**config.mk**
```make
export PLATFORM = sky130hd
export DESIGN_NAME = stack_engine
export DESIGN_NICKNAME = d
export VERILOG_FILES = /design/src/rtl/stack_pkg.sv /design/src/rtl/stack_engine_pc_assembler.sv /design/src/rtl/stack_engine.sv
export SDC_FILE = /design/constraint.sdc
export NUM_CORES = 1
export LEC_CHECK = 0
export ABC_AREA = 1
export CORE_MARGIN = 3
export CORE_UTILIZATION = 44
export CTS_CLUSTER_SIZE = 12
export DETAILED_ROUTE_END_ITERATION = 10
export PLACE_DENSITY_LB_ADDON = 0.1
export SETUP_SLACK_MARGIN = 0.15
export SYNTH_ARGS = -nofsm -noshare
export SYNTH_HDL_FRONTEND = slang
export SYNTH_HIERARCHICAL = 1
export SYNTH_SLANG_ARGS = --single-unit
export TNS_END_PERCENT = 10
```
**constraint.sdc**
```tcl
create_clock -name clk -period 1.8 [get_ports clk]
set_input_delay 0.27 -clock clk [delete_from_list [all_inputs] [get_ports clk]]
set_output_delay 0.27 -clock clk [all_outputs]
set_load 0.05 [all_outputs]
```
**src/rtl/stack_pkg.sv**
```systemverilog
// Shared encodings for the stack engine: push-source select, read tags, assembler states.
package stack_pkg;

  localparam int CCR_W = 3;
  localparam int PC_W  = 32;

  typedef enum logic [1:0] {
    SEL_REG   = 2'b00,
    SEL_PC_LO = 2'b01,
    SEL_PC_HI = 2'b10,
    SEL_CCR   = 2'b11
  } data_sel_e;

  typedef enum logic [2:0] {
    TAG_NONE,
    TAG_REG,
    TAG_CCR,
    TAG_PC_HI,
    TAG_PC_LO
  } rd_tag_e;

  typedef enum logic {
    ASM_EMPTY,
    ASM_HAVE_HI
  } asm_state_e;

endpackage

```
**src/rtl/stack_engine_pc_assembler.sv**
```systemverilog
// Rebuilds a full PC from the high half followed by the low half popped off the stack.
// A low half arriving with no high half pending is reported as an orphan and dropped.
module pc_assembler
  import stack_pkg::*;
#(
  parameter int HALF_W = 16
) (
  input  logic                clk,
  input  logic                rst,
  input  logic                hi_valid_i,
  input  logic                lo_valid_i,
  input  logic [HALF_W-1:0]   half_i,
  output logic [2*HALF_W-1:0] pc_o,
  output logic                pc_valid_o,
  output logic                orphan_o
);

  asm_state_e state_q, state_d;
  logic [HALF_W-1:0]   hi_q;
  logic [2*HALF_W-1:0] pc_q;
  logic                valid_q;
  logic                load_hi, emit;

  always_ff @(posedge clk or posedge rst) begin
    if (rst) state_q <= ASM_EMPTY;
    else     state_q <= state_d;
  end

  always_comb begin
    state_d = state_q;
    case (state_q)
      ASM_EMPTY:   if (hi_valid_i) state_d = ASM_HAVE_HI;
      ASM_HAVE_HI: if (lo_valid_i) state_d = ASM_EMPTY;
      default:     state_d = ASM_EMPTY;
    endcase
  end

  always_comb begin
    load_hi  = hi_valid_i;
    emit     = (state_q == ASM_HAVE_HI) && lo_valid_i;
    orphan_o = (state_q == ASM_EMPTY) && lo_valid_i;
  end

  always_ff @(posedge clk or posedge rst) begin
    if (rst) begin
      hi_q    <= '0;
      pc_q    <= '0;
      valid_q <= 1'b0;
    end else begin
      if (load_hi) hi_q <= half_i;
      if (emit)    pc_q <= {hi_q, half_i};
      valid_q <= emit;
    end
  end

  assign pc_o       = pc_q;
  assign pc_valid_o = valid_q;

endmodule

```
**src/rtl/stack_engine.sv**
```systemverilog
// Stack responder: owns SP, drives stack memory accesses, routes popped words by read tag.
// Build option STACK_BOUNDS_CHECK_EN suppresses push at SP==0 and pop at SP==SP_INIT.
module stack_engine
  import stack_pkg::*;
#(
  parameter int                ADDR_W  = 11,
  parameter int                DATA_W  = 16,
  parameter logic [ADDR_W-1:0] SP_INIT = {ADDR_W{1'b1}}
) (
  input  logic              clk,
  input  logic              rst,
  input  logic              stack,
  input  logic              mem_wr,
  input  logic              mem_rd,
  input  logic [1:0]        mem_data_sel,
  input  logic              pop_pc1,
  input  logic              pop_pc2,
  input  logic              pop_ccr,
  input  logic [DATA_W-1:0] reg_data,
  input  logic [PC_W-1:0]   pc_in,
  input  logic [CCR_W-1:0]  ccr_in,
  input  logic [DATA_W-1:0] mem_rdata,
  output logic [ADDR_W-1:0] mem_addr,
  output logic [DATA_W-1:0] mem_wdata,
  output logic              mem_we,
  output logic              mem_re,
  output logic [ADDR_W-1:0] sp,
  output logic [DATA_W-1:0] pop_data,
  output logic              pop_data_valid,
  output logic [PC_W-1:0]   pc_restored,
  output logic              pc_restore_valid,
  output logic [CCR_W-1:0]  ccr_restored,
  output logic              ccr_restore_valid,
  output logic              stack_err
);

  logic [ADDR_W-1:0] sp_q, sp_d, sp_inc;
  rd_tag_e           tag_q, tag_d;
  logic [DATA_W-1:0] pop_data_q;
  logic              pop_v_q;
  logic [CCR_W-1:0]  ccr_q;
  logic              ccr_v_q;
  logic              err_q;
  logic              push_req, pop_req, conflict;
  logic              push_ok, pop_ok, bound_err, orphan;

  assign push_req = stack && mem_wr && !mem_rd;
  assign pop_req  = stack && mem_rd && !mem_wr;
  assign conflict = stack && mem_wr && mem_rd;
  assign sp_inc   = sp_q + ADDR_W'(1);

`ifdef STACK_BOUNDS_CHECK_EN
  assign push_ok   = push_req && (sp_q != '0);
  assign pop_ok    = pop_req && (sp_q != SP_INIT);
  assign bound_err = (push_req && !push_ok) || (pop_req && !pop_ok);
`else
  assign push_ok   = push_req;
  assign pop_ok    = pop_req;
  assign bound_err = 1'b0;
`endif

  assign mem_we   = push_ok;
  assign mem_re   = pop_ok;
  assign mem_addr = pop_ok ? sp_inc : sp_q;

  always_comb begin
    mem_wdata = '0;
    case (data_sel_e'(mem_data_sel))
      SEL_REG:   mem_wdata = reg_data;
      SEL_PC_LO: mem_wdata = DATA_W'(pc_in[PC_W/2-1:0]);
      SEL_PC_HI: mem_wdata = DATA_W'(pc_in[PC_W-1:PC_W/2]);
      SEL_CCR:   mem_wdata = DATA_W'(ccr_in);
      default:   mem_wdata = '0;
    endcase
  end

  always_comb begin
    sp_d  = sp_q;
    tag_d = TAG_NONE;
    if (push_ok) begin
      sp_d = sp_q - ADDR_W'(1);
    end else if (pop_ok) begin
      sp_d = sp_inc;
      if (pop_ccr)      tag_d = TAG_CCR;
      else if (pop_pc2) tag_d = TAG_PC_HI;
      else if (pop_pc1) tag_d = TAG_PC_LO;
      else              tag_d = TAG_REG;
    end
  end

  always_ff @(posedge clk or posedge rst) begin
    if (rst) begin
      sp_q       <= SP_INIT;
      tag_q      <= TAG_NONE;
      pop_data_q <= '0;
      pop_v_q    <= 1'b0;
      ccr_q      <= '0;
      ccr_v_q    <= 1'b0;
      err_q      <= 1'b0;
    end else begin
      sp_q    <= sp_d;
      tag_q   <= tag_d;
      pop_v_q <= (tag_q == TAG_REG);
      ccr_v_q <= (tag_q == TAG_CCR);
      if (tag_q == TAG_REG) pop_data_q <= mem_rdata;
      if (tag_q == TAG_CCR) ccr_q <= mem_rdata[CCR_W-1:0];
      err_q <= err_q || conflict || bound_err || orphan;
    end
  end

  pc_assembler #(.HALF_W(PC_W/2)) u_pc_assembler (
    .clk        (clk),
    .rst        (rst),
    .hi_valid_i (tag_q == TAG_PC_HI),
    .lo_valid_i (tag_q == TAG_PC_LO),
    .half_i     (mem_rdata[PC_W/2-1:0]),
    .pc_o       (pc_restored),
    .pc_valid_o (pc_restore_valid),
    .orphan_o   (orphan)
  );

  assign sp                = sp_q;
  assign pop_data          = pop_data_q;
  assign pop_data_valid    = pop_v_q;
  assign ccr_restored      = ccr_q;
  assign ccr_restore_valid = ccr_v_q;
  assign stack_err         = err_q;

endmodule

```
# Yosys cells after proc, flatten, opt, wreduce, memory -nomap -nowiden
# Cells that the tools add are included.
[word_totals] inputBits=77 regBits=86 elab_cells=44 out_inout_bits=95
[op_classes] n_bitwise=1 n_reduce_logical=12 n_eq_ne=7 n_addsub=2 muxes=11
[ops] op="16-bit one-hot mux with 4 select lines" count=1
[ops] op="11-bit two-way mux" count=2
[ops] op="3-bit two-way mux" count=5
[ops] op="11-bit by 1-bit adder with 11-bit output (second input constant)" count=1
[ops] op="11-bit by 1-bit subtractor with 11-bit output (second input constant)" count=1
[ops] op="1-bit logical AND" count=7
[ops] op="3-bit by 2-bit equality test with 1-bit output (second input constant)" count=2
[ops] op="2-bit equality test (second input constant)" count=2
[ops] op="3-bit by 1-bit equality test with 1-bit output (second input constant)" count=1
[ops] op="3-bit equality test (second input constant)" count=1
[ops] op="2-bit by 1-bit equality test with 1-bit output (second input constant)" count=1
[ops] op="1-bit logical NOT" count=2
[ops] op="2-bit logical NOT" count=1
[ops] op="1-bit logical OR" count=2
[ops] op="1-bit two-way mux" count=2
[ops] op="1-bit one-hot mux with 2 select lines" count=1
[ops] op="1-bit inverter" count=1

# Logic depth before layout (Yosys ltp)
# Gate-level depths: netlist (run 1).
[logic_depth] word_depth=5 ltp_mapped=9 depth_no_buf=9

# Cells and area by module
# The synthesis (run 1) kept the hierarchy.
[modules_own_cells] mod="stack_engine" seq_area_each_um2=914.6 instances=1 area_per_inst_um2=2210.9 cells_per_inst=320
[modules_own_cells] mod="pc_assembler" seq_area_each_um2=1251.2 instances=1 area_per_inst_um2=2049.5 cells_per_inst=215

# Worst setup path before layout (run 1)
# Ideal clock, no wire load.
[synth_timing] path_kind="flip-flop to output port" startpoint="register sp_q[2] (netlist: sp[2])" endpoint="output mem_addr[3]" setup_slack_ps=-439 arrival_time_ps=1969 t_required_ps=1530 stages_incl_launch_ff=5 n_path_buf=1 cell_sequence="dfstp_2 buf_4 nand3_1 nor2_4 xor2_1"
[synth_via] elab_chain_len=2
[synth_lines] element="start, declared" line="stack_engine.sv:37" text="logic [ADDR_W-1:0] sp_q, sp_d, sp_inc;"
[synth_lines] element="start signal, assigned" line="stack_engine.sv:101" text="sp_q <= sp_d;"
[synth_lines] element="11-bit by 1-bit adder with 11-bit output" line="stack_engine.sv:50" text="assign sp_inc = sp_q + ADDR_W'(1);"
[synth_lines] element="11-bit two-way mux"
[synth_lines] element="end, declared" line="stack_engine.sv:23" text="output logic [ADDR_W-1:0] mem_addr,"
# No other way between the ends.

# Final worst setup path (run 1)
[layout_timing] startpoint="register sp_q[1] (netlist: sp[1])" endpoint="output mem_addr[4]"
# Same word-level chain as after synthesis.

==> key figures, run 1 <==
Setup path
  – Worst flop-to-flop path startpoint: sp[1]
  – Worst Path Max Fanout: 7
  – R2R Setup Slk: roughly 0.01 ns
  – Critical path class: reg2out
  – Critical Path RT: approximately 1.5 ns
  – CP Launch Point: sp[1]
  – Startpoint Class: flip-flop
  – Crit end category: output port
  – Arrival @ worst endpoint: between 1.5 and 2 ns

Cells and area
  – Post-route cell area: ~0.0069 sq mm
  – Most frequent cells in the layout: nand2_1, dfrtp_1, clkdlybuf4s50_1, nand3_1, buf_4
  – Synthesis-to-layout area growth: 61.4%
  – # diodes: 0
  – Final-stage net count: ~810
  – Ratio of cells with drive above 1 in the final layout: 0.225
  – Commonest non-fill, non-tap cell in the layout: nand2_1
  – Non-Filler Instances: 867

Yosys
  – Synth top area share: 0.441
  – Leading area contributor after synthesis: dfrtp_1
  – #FFs+latches synth: between 80 and 90
  – Yosys warnings: 6
  – Yosys cell types: 32
  – Main synth FF type: dfrtp_1
  – Top post-synthesis cells by area: dfrtp_1, nand2_1, nand3_1
  – Synth Net Count: ~610
  – Post-synth EDFFs: 0
  – Cells after Synth: about 540
  – Seq/Total Area, Yosys: 0.508
  – Syn Std Cell Area: 0.00426 sq mm
  – Syn Area/Cell: between 7 and 8 sq um
  – Asr flop ratio synth: 1.00

Hold path
  – HP Class: in2async

Placement
  – Placed cell areas: approximately 0.0066 sq mm
  – DP Cell Count: approximately 850
  – RePlAce Congestion: between 0.8 and 0.9
  – Pre-CTS setup slack: -0.143 ns
  – Post-DP HPWL: approximately 10000 um
  – Port bufs: 171

Power
  – Clock network fraction of total power: 0.147
  – Peak VDD IR: ~690 uV
  – Pint: between 4 and 5 mW
  – Combinational Power Share: 0.548
  – Reg power frac: 0.306
  – Pwr Total: about 9 mW
  – Pwr dens: approximately 1300 mW/mm^2
  – Switch share: 0.449
  – Net Switching: 3.97 mW
  – Lkg Pwr: approximately 3.4 nW

Clock tree
  – Worst-Skew Late Latency: ~0.35 ns
  – Worst-path clk slew: roughly 0.09 ns
  – CTS tree: done
  – Clk sinks: 86
  – CTS Buf Count: 9
  – CTS max path bufs: 2
  – H-tree levels: 3
  – Hold Buf Count CTS: 0
  – Root buffer cell: clkbuf_8

Timing
  – Slew @ Worst Pin: around 0.52 ns
  – Post-Route Setup TNS: -4.37 ns
  – RSZ-0062 raised after global routing: yes
  – Fin crit period: approximately 2.2 ns
  – Setup WS post-layout: -0.359 ns
  – Fmax achieved: between 400 and 500 MHz
  – Relative slew slack: 0.653
  – Hold Fails Final Rpt: 0
  – Fin crit share: 1.20
  – Final count of pins violating max slew: 0
  – # setup viols final: 27
  – Clk_skew: 0.0189 ns

Global route
  – Global-route wire length before repair: ~21000 um
  – Largest net degree at the start of global routing: 37
  – Met3 Resource Use GR: 0.0795
  – Global-route track usage on met1: 0.282
  – Initial antenna violation count: 0
  – Number of global-route vias before repair: approximately 4300
  – Total track usage: 0.244
  – Met2 Resource Use GR: 0.439
  – Remaining global-route overflow: 0
  – Most Crowded Layer GR: met2

Detailed routing
  – Routed WL: 13100 um
  – DR WL/cell: around 15 um
  – Vias: around 4300
  – Antenna-violating nets left: 0
  – DRC violations left: 0
  – DR vias/cell: roughly 4.9
  – 1st-iter DRT viols: 144
  – Initial DRT Pass Iterations: 4

Floorplanning
  – Initial Util: 0.457
  – IO Pins: around 170
  – Core area: approximately 0.0093 sq mm
  – Die ar.: around 0.011 sq mm
  – Row count: 35
  – Die X: 104 um
  – Die Span Y: between 100 and 150 um

Outcome
  – Failing checks: negative setup slack
  – Status: complete, but fails checks

Flow run
  – # Max-Cap Violations: 0
layer usage:
layer / wire (um) / up-vias
met5: 0 / -
met4: 147 / 0
met3: 1150 / 10
met2: 6780 / 176
met1: 5070 / 2019
li1: - / 2068
flip-flops by register name, summed over array words and instances, names as in the netlist:
register / count
stack_err: 1
u_pc_assembler/state_q: 1
u_pc_assembler/pc_valid_o: 1
tag_q: 3
sp: 11
ccr_restored: 3
ccr_restore_valid: 1
u_pc_assembler/pc_o: 32
pop_data_valid: 1
pop_data: 16
u_pc_assembler/hi_q: 16
worst paths after layout:
check / end / depth (start not counted)
min in group clk: stack_err / 3
worst max-delay path: mem_addr[4] / 6
worst max register to register: sp[4] / 9
worst min-delay path: u_pc_assembler/pc_o[1] / 2
max in group asynchronous: u_pc_assembler/pc_o[13] / 3
worst min register to register: ccr_restore_valid / 1
stage by stage:
stage | hold WS (ns) | utilization
2_1_floorplan | 0.341 | -
3_3_place_gp | 0.439 | 0.706
3_5_place_dp | 0.442 | 0.706
4_1_cts | 0.255 | 0.732
5_1_grt | 0.267 | 0.737
6_report | 0.257 | 0.737
critical path: stages (launching register included):
cell and delay (ns):
dfstp_4 0.64, ha_4 0.15, nand3_4 0.09, nor2_4 0.18, buf_6 0.14, xor2_4 0.19
buf_12 0.16
power groups by stage:
stage | combinational, mW | sequential, mW | clock (mW)
after detailed placement | 4.67 | 2.71 | 0
after floorplan | 1.66 | 3.68 | 0
after global placement | 4.62 | 2.70 | 0
after CTS | 4.76 | 2.70 | 1.33
after global routing | 5.12 | 2.75 | 1.41
final | 4.84 | 2.70 | 1.30
cell families after synthesis:
group,Yosys count,synth area share
adders and majority gates,2,0.00587
and+or+nand+nor,336,0.340
buffers and inverters,72,0.0881
AOI/OAI and AO/OA,31,0.0391
DFF,86,0.508
xor gates and xnor gates,8,0.0182
timing repair:
item	CTS	global route
endpoints found under the setup margin	67	44
pin swaps	9	6
resized for setup	53	9
setup buffers	5	1
Yosys cell counts, types with 4 or more instances:
master	number
nand3_1	66
inv_1	47
xor2_1	6
dfstp_2	11
buf_6	5
o21ai_0	28
nand2_1	220
nor2_1	24
nand2_2	5
nand4_1	8
buf_2	7
dfrtp_1	75
buf_4	4
layout make-up:
class / instances / area, sq um
fillers: 746 / 2450
repair buffers: 210 / 2290
flip-flops and latches: 86 / 2170
multi-input cells: 377 / 1870
inverters: 49 / 190
well taps: 129 / 161
clock buffers: 10 / 138
clock inverters: 6 / 52.6
No activity file was read; power rests on OpenSTA's default activity.
==> run 2, diff against run 1 <==
--- a/config.mk
+++ b/config.mk
@@ -10,6 +10,7 @@
 export CORE_UTILIZATION = 44
 export CTS_CLUSTER_SIZE = 12
 export DETAILED_ROUTE_END_ITERATION = 10
+export GPL_TIMING_DRIVEN = 0
 export PLACE_DENSITY_LB_ADDON = 0.1
 export SETUP_SLACK_MARGIN = 0.15
 export SYNTH_ARGS = -nofsm -noshare
==> run 2 against run 1 <==
The run still ends with negative setup slack left. Core utilization is 3.8 points lower. Worst hold slack improved by 0.014 ns. Worst setup slack worse by 0.082 ns. Sequential cell count did not move. First-iteration DRC count rose by 140%. Fmax down 3.6%. Sequential share of layout area up 1.7 points. Critical path type unchanged.
==> key figures, run 2 (synthesis results as in run 1) <==
Cells and area
  – # diodes: 0 (unchanged)
  – Commonest non-fill, non-tap cell in the layout: nand2_1 (unchanged)
  – Register area: 0.00217 sq mm (unchanged)
  – Largest register FFs: 32 (unchanged)
  – Final-layout fill cell count: 821 (was 746)
  – Synthesis-to-layout area growth: 53.0% (was 61.4%)
  – Ratio of cells with drive above 1 in the final layout: 0.192 (was 0.225)
  – Area of the multi-input gates: 0.00185 sq mm (was 0.00187 sq mm)
  – Final-stage net count: 808 (was 812)
  – Most frequent cells in the layout: nand2_1, dfrtp_1, clkdlybuf4s50_1, nand3_1, dlygate4sd2_1 (was nand2_1, dfrtp_1, clkdlybuf4s50_1, nand3_1, buf_4)

Clock tree
  – H-tree levels: 3 (unchanged)
  – Worst-Skew Late Latency: 0.36 ns (was 0.35 ns)
  – CTS max path bufs: 2 (unchanged)
  – CTS tree: done (unchanged)
  – Root buffer cell: clkbuf_8 (unchanged)
  – Worst-path clk slew: 0.09 ns (about the same)
  – Hold Buf Count CTS: 0 (unchanged)
  – Clk sinks: 86 (unchanged)
  – CTS Buf Count: 9 (unchanged)

Global route
  – Remaining global-route overflow: 0 (unchanged)
  – Global-route wire length before repair: 20400 um (was 21500 um)
  – Largest net degree at the start of global routing: 37 (unchanged)
  – Initial antenna violation count: 0 (unchanged)
  – Total track usage: 0.233 (was 0.244)
  – Number of global-route vias before repair: 4259 (was 4341)

Power
  – Switch share: 0.472 (was 0.449)
  – Lkg Pwr: 3.24 nW (was 3.39 nW)
  – Reg power frac: 0.336 (was 0.306)
  – Clock network fraction of total power: 0.160 (was 0.147)
  – Peak VDD IR: 908 uV (was 687 uV)
  – Pint: 4.20 mW (was 4.87 mW)
  – Pwr dens: 1220 mW/mm^2 (was 1290 mW/mm^2)
  – Net Switching: 3.76 mW (was 3.97 mW)
  – Combinational Power Share: 0.505 (was 0.548)

Timing
  – Setup WS post-layout: -0.441 ns (was -0.359 ns)
  – Clk_skew: 0.0118 ns (was 0.0189 ns)
  – RSZ-0062 raised after global routing: yes (unchanged)
  – Hold_ws: 0.270 ns (was 0.257 ns)
  – Fin crit share: 1.25 (was 1.20)
  – Fin crit period: 2.24 ns (was 2.16 ns)
  – Final count of pins violating max slew: 0 (unchanged)
  – Post-Route Setup TNS: -3.22 ns (was -4.37 ns)
  – Relative slew slack: 0.478 (was 0.653)
  – Fmax achieved: 446 MHz (was 463 MHz)
  – Slew @ Worst Pin: 0.782 ns (was 0.523 ns)
  – Hold Fails Final Rpt: 0 (unchanged)
  – # setup viols final: 12 (was 27)

Flow run
  – # Max-Cap Violations: 0 (unchanged)

Detailed routing
  – DR vias/cell: 4.89 (was 4.93)
  – DR WL/cell: 14.5 um (was 15.2 um)
  – DRC violations left: 0 (unchanged)
  – Initial DRT Pass Iterations: 5 (was 4)
  – Antenna-violating nets left: 0 (unchanged)
  – Vias: 4216 (was 4273)
  – 1st-iter DRT viols: 340 (was 144)
  – Routed WL: 12500 um (was 13100 um)

Floorplanning
  – IO Pins: 172 (unchanged)
  – Core area: 0.00933 sq mm (unchanged)
  – Row count: 35 (unchanged)
  – Die ar.: 0.0109 sq mm (unchanged)
  – Die Span Y: 104 um (unchanged)
  – Initial Util: 0.457 (unchanged)
  – Die X: 104 um (unchanged)

Setup path
  – Worst Path Max Fanout: 7 (unchanged)
  – Startpoint Class: flip-flop (unchanged)
  – Critical path class: reg2out (unchanged)
  – Arrival @ worst endpoint: 1.97 ns (was 1.89 ns)
  – Crit end category: output port (unchanged)
  – Critical Path RT: 1.53 ns (about the same)

Outcome
  – Failing checks: negative setup slack (unchanged)
  – Status: complete, but fails checks (unchanged)

Placement
  – RePlAce Congestion: 0.875 (was 0.896)
  – Port bufs: 171 (unchanged)
  – Post-DP HPWL: 9640 um (was 9990 um)
  – Pre-CTS setup slack: -1.05 ns (was -0.143 ns)

Hold path
  – HP Class: in2async (unchanged)
==> run 2: area by class of cell <==
class | count | area share
flip-flops and latches | 86 | 0.333
multi-input cells | 377 | 0.284
repair buffers | 183 | 0.267
plain buffers | 23 | 0.0340
inverters | 49 | 0.0292
well taps | 129 | 0.0248
clock buffers | 10 | 0.0196
clock inverters | 6 | 0.00787
==> run 2: path summary, 6_finish.rpt <==
check	start	slack, ns	cells after the start	to
worst min register to register	tag_q[0]	0.46	1	ccr_restore_valid
worst min-delay path	rst	0.27	2	u_pc_assembler/pc_o[12]
min in group clk	stack	0.35	3	sp[4]
worst max-delay path	sp[1]	-0.44	6	mem_addr[10]
worst max register to register	sp[1]	0.05	8	sp[4]
max in group asynchronous	rst	0.87	2	stack_err
==> run 2: per-stage QoR <==
| step | std cells | utilization | total power, mW | area (sq um) |
|---|---|---|---|---|
| 6_report | 863 | 0.699 | 7.96 | 6520 |
| 3_3_place_gp | 835 | 0.668 | 6.64 | 6230 |
| 5_1_grt | 863 | 0.699 | 8.39 | 6520 |
| 2_1_floorplan | 535 | - | 5.34 | 4360 |
| 4_1_cts | 857 | 0.689 | 7.91 | 6430 |
| 3_5_place_dp | 836 | 0.670 | 6.71 | 6250 |
==> run 2: power by group through the flow <==
| stage | Combinational, mW | Sequential [mW] | Clock [mW] |
|---|---|---|---|
| finish | 4.02 | 2.67 | 1.27 |
| global route | 4.29 | 2.72 | 1.38 |
| CTS | 3.94 | 2.67 | 1.30 |
| detailed placement | 3.99 | 2.71 | 0 |
| global placement | 3.93 | 2.70 | 0 |
| floorplan | 1.66 | 3.68 | 0 |
==> run 2: repair_timing <==
action,4_1_cts,5_1_grt
pin swaps,8,9
gates resized for setup,268,43
buffers inserted,5,6
setup endpoints to repair,97,43
==> run 2: worst max-delay path, cell delays in order (launching register included) <==
cell,delay [ns]
dfstp_4,0.67
ha_4,0.15
nand3_4,0.08
nor2_4,0.22
nand4_1,0.17
and2_4,0.18
buf_8,0.14
==> run 2: layer usage <==
layer,share of wire,global-route usage
met2,0.52,0.416
met4,0.025,0.0864
met5,0,0
met1,0.37,0.259
met3,0.087,0.0745
==> run 3, diff against run 2 <==
--- a/config.mk
+++ b/config.mk
@@ -6,11 +6,11 @@
 export NUM_CORES = 1
 export LEC_CHECK = 0
 export ABC_AREA = 1
+export CAP_MARGIN = 25
 export CORE_MARGIN = 3
 export CORE_UTILIZATION = 44
 export CTS_CLUSTER_SIZE = 12
 export DETAILED_ROUTE_END_ITERATION = 10
-export GPL_TIMING_DRIVEN = 0
 export PLACE_DENSITY_LB_ADDON = 0.1
 export SETUP_SLACK_MARGIN = 0.15
 export SYNTH_ARGS = -nofsm -noshare
==> results of run 3 <==
The final DEF is identical to that of run 1; final timing and power are the same.
==> variant 1: new RTL, settings of run 2 <==
Set the parameter `DATA_W` to 20 (it was 16).
--- a/src/rtl/stack_engine.sv
+++ b/src/rtl/stack_engine.sv
@@ -4,7 +4,7 @@
   import stack_pkg::*;
 #(
   parameter int                ADDR_W  = 11,
-  parameter int                DATA_W  = 16,
+  parameter int                DATA_W  = 20,
   parameter logic [ADDR_W-1:0] SP_INIT = {ADDR_W{1'b1}}
 ) (
   input  logic              clk,
Interface: changed (resized mem_rdata, mem_wdata, pop_data and reg_data); port bits go from 172 to 188. No check against the original RTL was run, so the function may have changed too.
==> variant 1 against run 2 <==
The run still ends with negative setup slack left; global-route usage is 1.7 points higher; cell count is 4.5% higher; first-iteration DRC count is 31% lower; setup slack better by 0.028 ns; combinational power is 8.5% higher; design area is 5.3% higher; power is 8.7% higher; clock skew is 0.00065 ns lower; sequential power is 5% higher; sequential cell count is 4 higher; sequential share of layout area is 0.21 points lower; routed wire length is 12% higher; synthesized area is 5.2% higher; largest power group unchanged.
==> variant 1: results (changes against run 2) <==
metric	value	unit	change
first-pass GRT wire length	22500	µm	+10%
GP Congestion	0.906		+3.6%
pin count of the biggest net entering global routing	43		+16%
Wirelength per Cell	15.5	µm	+6.7%
slew margin rel.	0.440		-0.0375
Clk pwr share	0.172		+0.012
Leak	0.00343	µW	+5.9%
Largest register FFs	32		unchanged
status	finished with violations		
total power	8650	µW	+8.7%
DR pass1 iterations	4		-1
layout net count	851		+5.3%
total track usage	0.250		+0.0173
vias in the first global route	4579		+7.5%
worst reg-to-reg setup slack	0.09	ns	+0.04 ns
antenna diode count	0		unchanged
area post-placement	6630	µm²	+6.0%
Initial DRC Count	233		-31%
Detailed Place HPWL	10800	µm	+12%
PnR worst setup slack	-0.413	ns	+0.0278 ns
RR Startpoint	sp[0]		
DP Cell Count	877		+4.9%
clock skew	0.0111	ns	-0.000651 ns
final setup TNS	-3.18	ns	+0.0348 ns
fraction of final layout cells sized beyond drive strength 1	0.194		+0.00166
sequential power share	0.323		-0.013
Arr. time, crit path	1.94	ns	-0.03 ns
via count	4461		+5.8%
# port buffers	187		+9.4%
total wire length	14000	µm	+12%
Internal Dissipation	4600	µW	+9.5%
violated checks	negative setup slack		
Synth async-reset ratio	1.00		unchanged
worst hold slack	0.187	ns	-0.0839 ns
Syn Nets	643		+4.7%
Worst VDD drop	0.000674	V	-26%
final setup fails	12		unchanged
post-place setup slack	-0.906	ns	+0.143 ns
Seq/Total Area, Yosys	0.505		-0.00293
-- variant 1: worst max path at each step --
stage                     depth (start not counted)             from           end
after floorplan                                   6            sp[2]   mem_addr[9]
after global placement                            8            stack   mem_addr[9]
after detailed placement                          7  mem_data_sel[0]  mem_wdata[7]
after CTS                                         6            sp[0]  mem_addr[10]
after global routing                              7            sp[0]  mem_addr[10]
final                                             7            sp[0]  mem_addr[10]
-- variant 1: layout make-up --
class	instances	area, µm²
clock buffers	9	124
well taps	133	166
inverters	53	205
clock inverters	7	93.8
fillers	888	2960
multi-input cells	388	1920
flip-flops and latches	90	2270
repair buffers	197	1840
plain buffers	25	245
-- variant 1: kinds of logic (layout without fill, tap and decap cells) --
family                   count (synthesis)  in the layout  synth area share
AND/OR/NAND/NOR                        346            346             0.334
adder cells (fa/ha/maj)                  2              2           0.00558
XOR/XNOR                                10             10            0.0229
flip-flops                              90             90             0.505
AO/OA/AOI/OAI                           30             30            0.0377
buffers and inverters                   78            291            0.0943
-- variant 1: worst max-delay path, cell delays in order, from the launching register on --
cell     delay (ns)
dfstp_4        0.68
ha_4           0.15
nand3_4        0.07
nor2_4         0.20
nand3_1        0.11
nand2_1        0.10
and2_4         0.15
buf_8          0.14
-- variant 1: metal layers --
layer	routed length (µm)	global-route usage
met1	5440	0.300
met2	6950	0.423
met3	1230	0.0861
met4	333	0.0840
met5	0	0
-- variant 1: timing repair --
item                                    4_1_cts  5_1_grt
endpoints found under the setup margin      120       38
buffers inserted                              9        0
gates resized for setup                     299       30
endpoints found under the hold margin         0        0
pin swaps                                    11        5
==> variant 2: new RTL, flow settings as in run 2 <==
Without the edit above. Reset style: synchronous (`rst`), changed in 3 clocked blocks.
--- a/src/rtl/stack_engine_pc_assembler.sv
+++ b/src/rtl/stack_engine_pc_assembler.sv
@@ -21,7 +21,7 @@
   logic                valid_q;
   logic                load_hi, emit;
 
-  always_ff @(posedge clk or posedge rst) begin
+  always_ff @(posedge clk) begin
     if (rst) state_q <= ASM_EMPTY;
     else     state_q <= state_d;
   end
@@ -41,7 +41,7 @@
     orphan_o = (state_q == ASM_EMPTY) && lo_valid_i;
   end
 
-  always_ff @(posedge clk or posedge rst) begin
+  always_ff @(posedge clk) begin
     if (rst) begin
       hi_q    <= '0;
       pc_q    <= '0;
--- a/src/rtl/stack_engine.sv
+++ b/src/rtl/stack_engine.sv
@@ -88,7 +88,7 @@
     end
   end
 
-  always_ff @(posedge clk or posedge rst) begin
+  always_ff @(posedge clk) begin
     if (rst) begin
       sp_q       <= SP_INIT;
       tag_q      <= TAG_NONE;
Function: differs if rst is asserted again (counterexample within 4 cycles, from zero or initial values and one cycle with rst high); with rst held inactive, the same outputs for 4 cycles.
==> variant 2 against run 2 <==
The flow still finishes with violations (negative setup slack); setup slack better by 0.22 ns; via count up 7.9%; synthesized area down 7.1%; utilization up 3.0 points; clock skew down 0.00065 ns; routed wire length up 9.9%; design area down 5.4%; global-route usage up 2.9 points; cell count down 0.46%; maximum frequency up 11%; hold slack better by 0.12 ns; sequential cell count unchanged; sequential share of layout area down 5.1 points; critical endpoint is now mem_addr[6].
Power is not compared: it rests on default switching activity, and its combinational part moved more than twofold at a synthesized area within 25%.
==> variant 2: results (changes against run 2) <==
metric	value	unit	change
R2R depth	12		+4
status	finished with violations		
non-filler cells, final	859		-0.46%
Yosys cell types	26		-19%
Worst path max stage delay	0.39	ns	-0.28 ns
Crit Reg-Reg Endpoint	sp[10]		
CP top delay family	simple AND/OR/NAND/NOR gates		
slew margin rel.	0.604		+0.126
final setup fails	6		-6
worst reg-to-reg setup slack	-0.16	ns	-0.21 ns
Primary FF master, synth	dfxtp_1		
violated checks	negative setup slack		
most frequent cells after synthesis	nand2_1, dfxtp_1, nand3_1, nor2_1, inv_1		
vias in the first global route	4350		+2.1%
Syn Nets	637		+3.7%
area post-placement	5840	µm²	-6.5%
post-place setup slack	-0.919	ns	+0.130 ns
first-pass GRT wire length	21300	µm	+4.3%
total wire length	13800	µm	+9.9%
CP max-delay cell	dfxtp_4		
Via-to-Cell Ratio	5.29		+8.4%
PnR worst setup slack	-0.217	ns	+0.224 ns
Synth async-reset ratio	0		-1.00
top cells by area, synth	dfxtp_1, nand2_1, nand3_1		
layout net count	829		+2.6%
pin count of the biggest net entering global routing	15		-59%
Hold Path Class	primary input to flop		
Synth Instances	558		+4.3%
total power	4560	µW	
RR Startpoint	sp[0]		
total track usage	0.262		+0.0291
Detailed Place HPWL	10100	µm	+4.6%
clock skew	0.0111	ns	-0.000649 ns
-- variant 2: final cells by class --
type	instances	area (µm²)
fillers	702	2290
clock buffers	11	141
clock inverters	4	72.6
repair buffers	181	1700
well taps	105	131
flip-flops and latches	86	1740
multi-input cells	390	1990
inverters	51	191
plain buffers	31	201
-- variant 2: repair_timing --
action,in CTS,in global routing
gates resized for setup,270,29
setup buffers,10,0
endpoints found under the setup margin,111,39
pin swaps,5,7
-- variant 2: logic make-up (layout without fill, tap and decap cells) --
group / after synthesis / count (layout) / share of synthesized area
xor+xnor: 6 / 6 / 0.0152
buf+inv: 82 / 278 / 0.0948
flops: 86 / 86 / 0.435
compound gates: 64 / 64 / 0.0809
simple gates: 318 / 318 / 0.368
fa+ha+maj: 2 / 2 / 0.00632
-- variant 2: per-layer routing --
metal,global-route usage,part of all wire,up-vias
met5,0,0,-
met4,0.105,0.030,0
met3,0.0602,0.085,35
met2,0.465,0.50,208
met1,0.303,0.39,2081
li1,-,-,2224
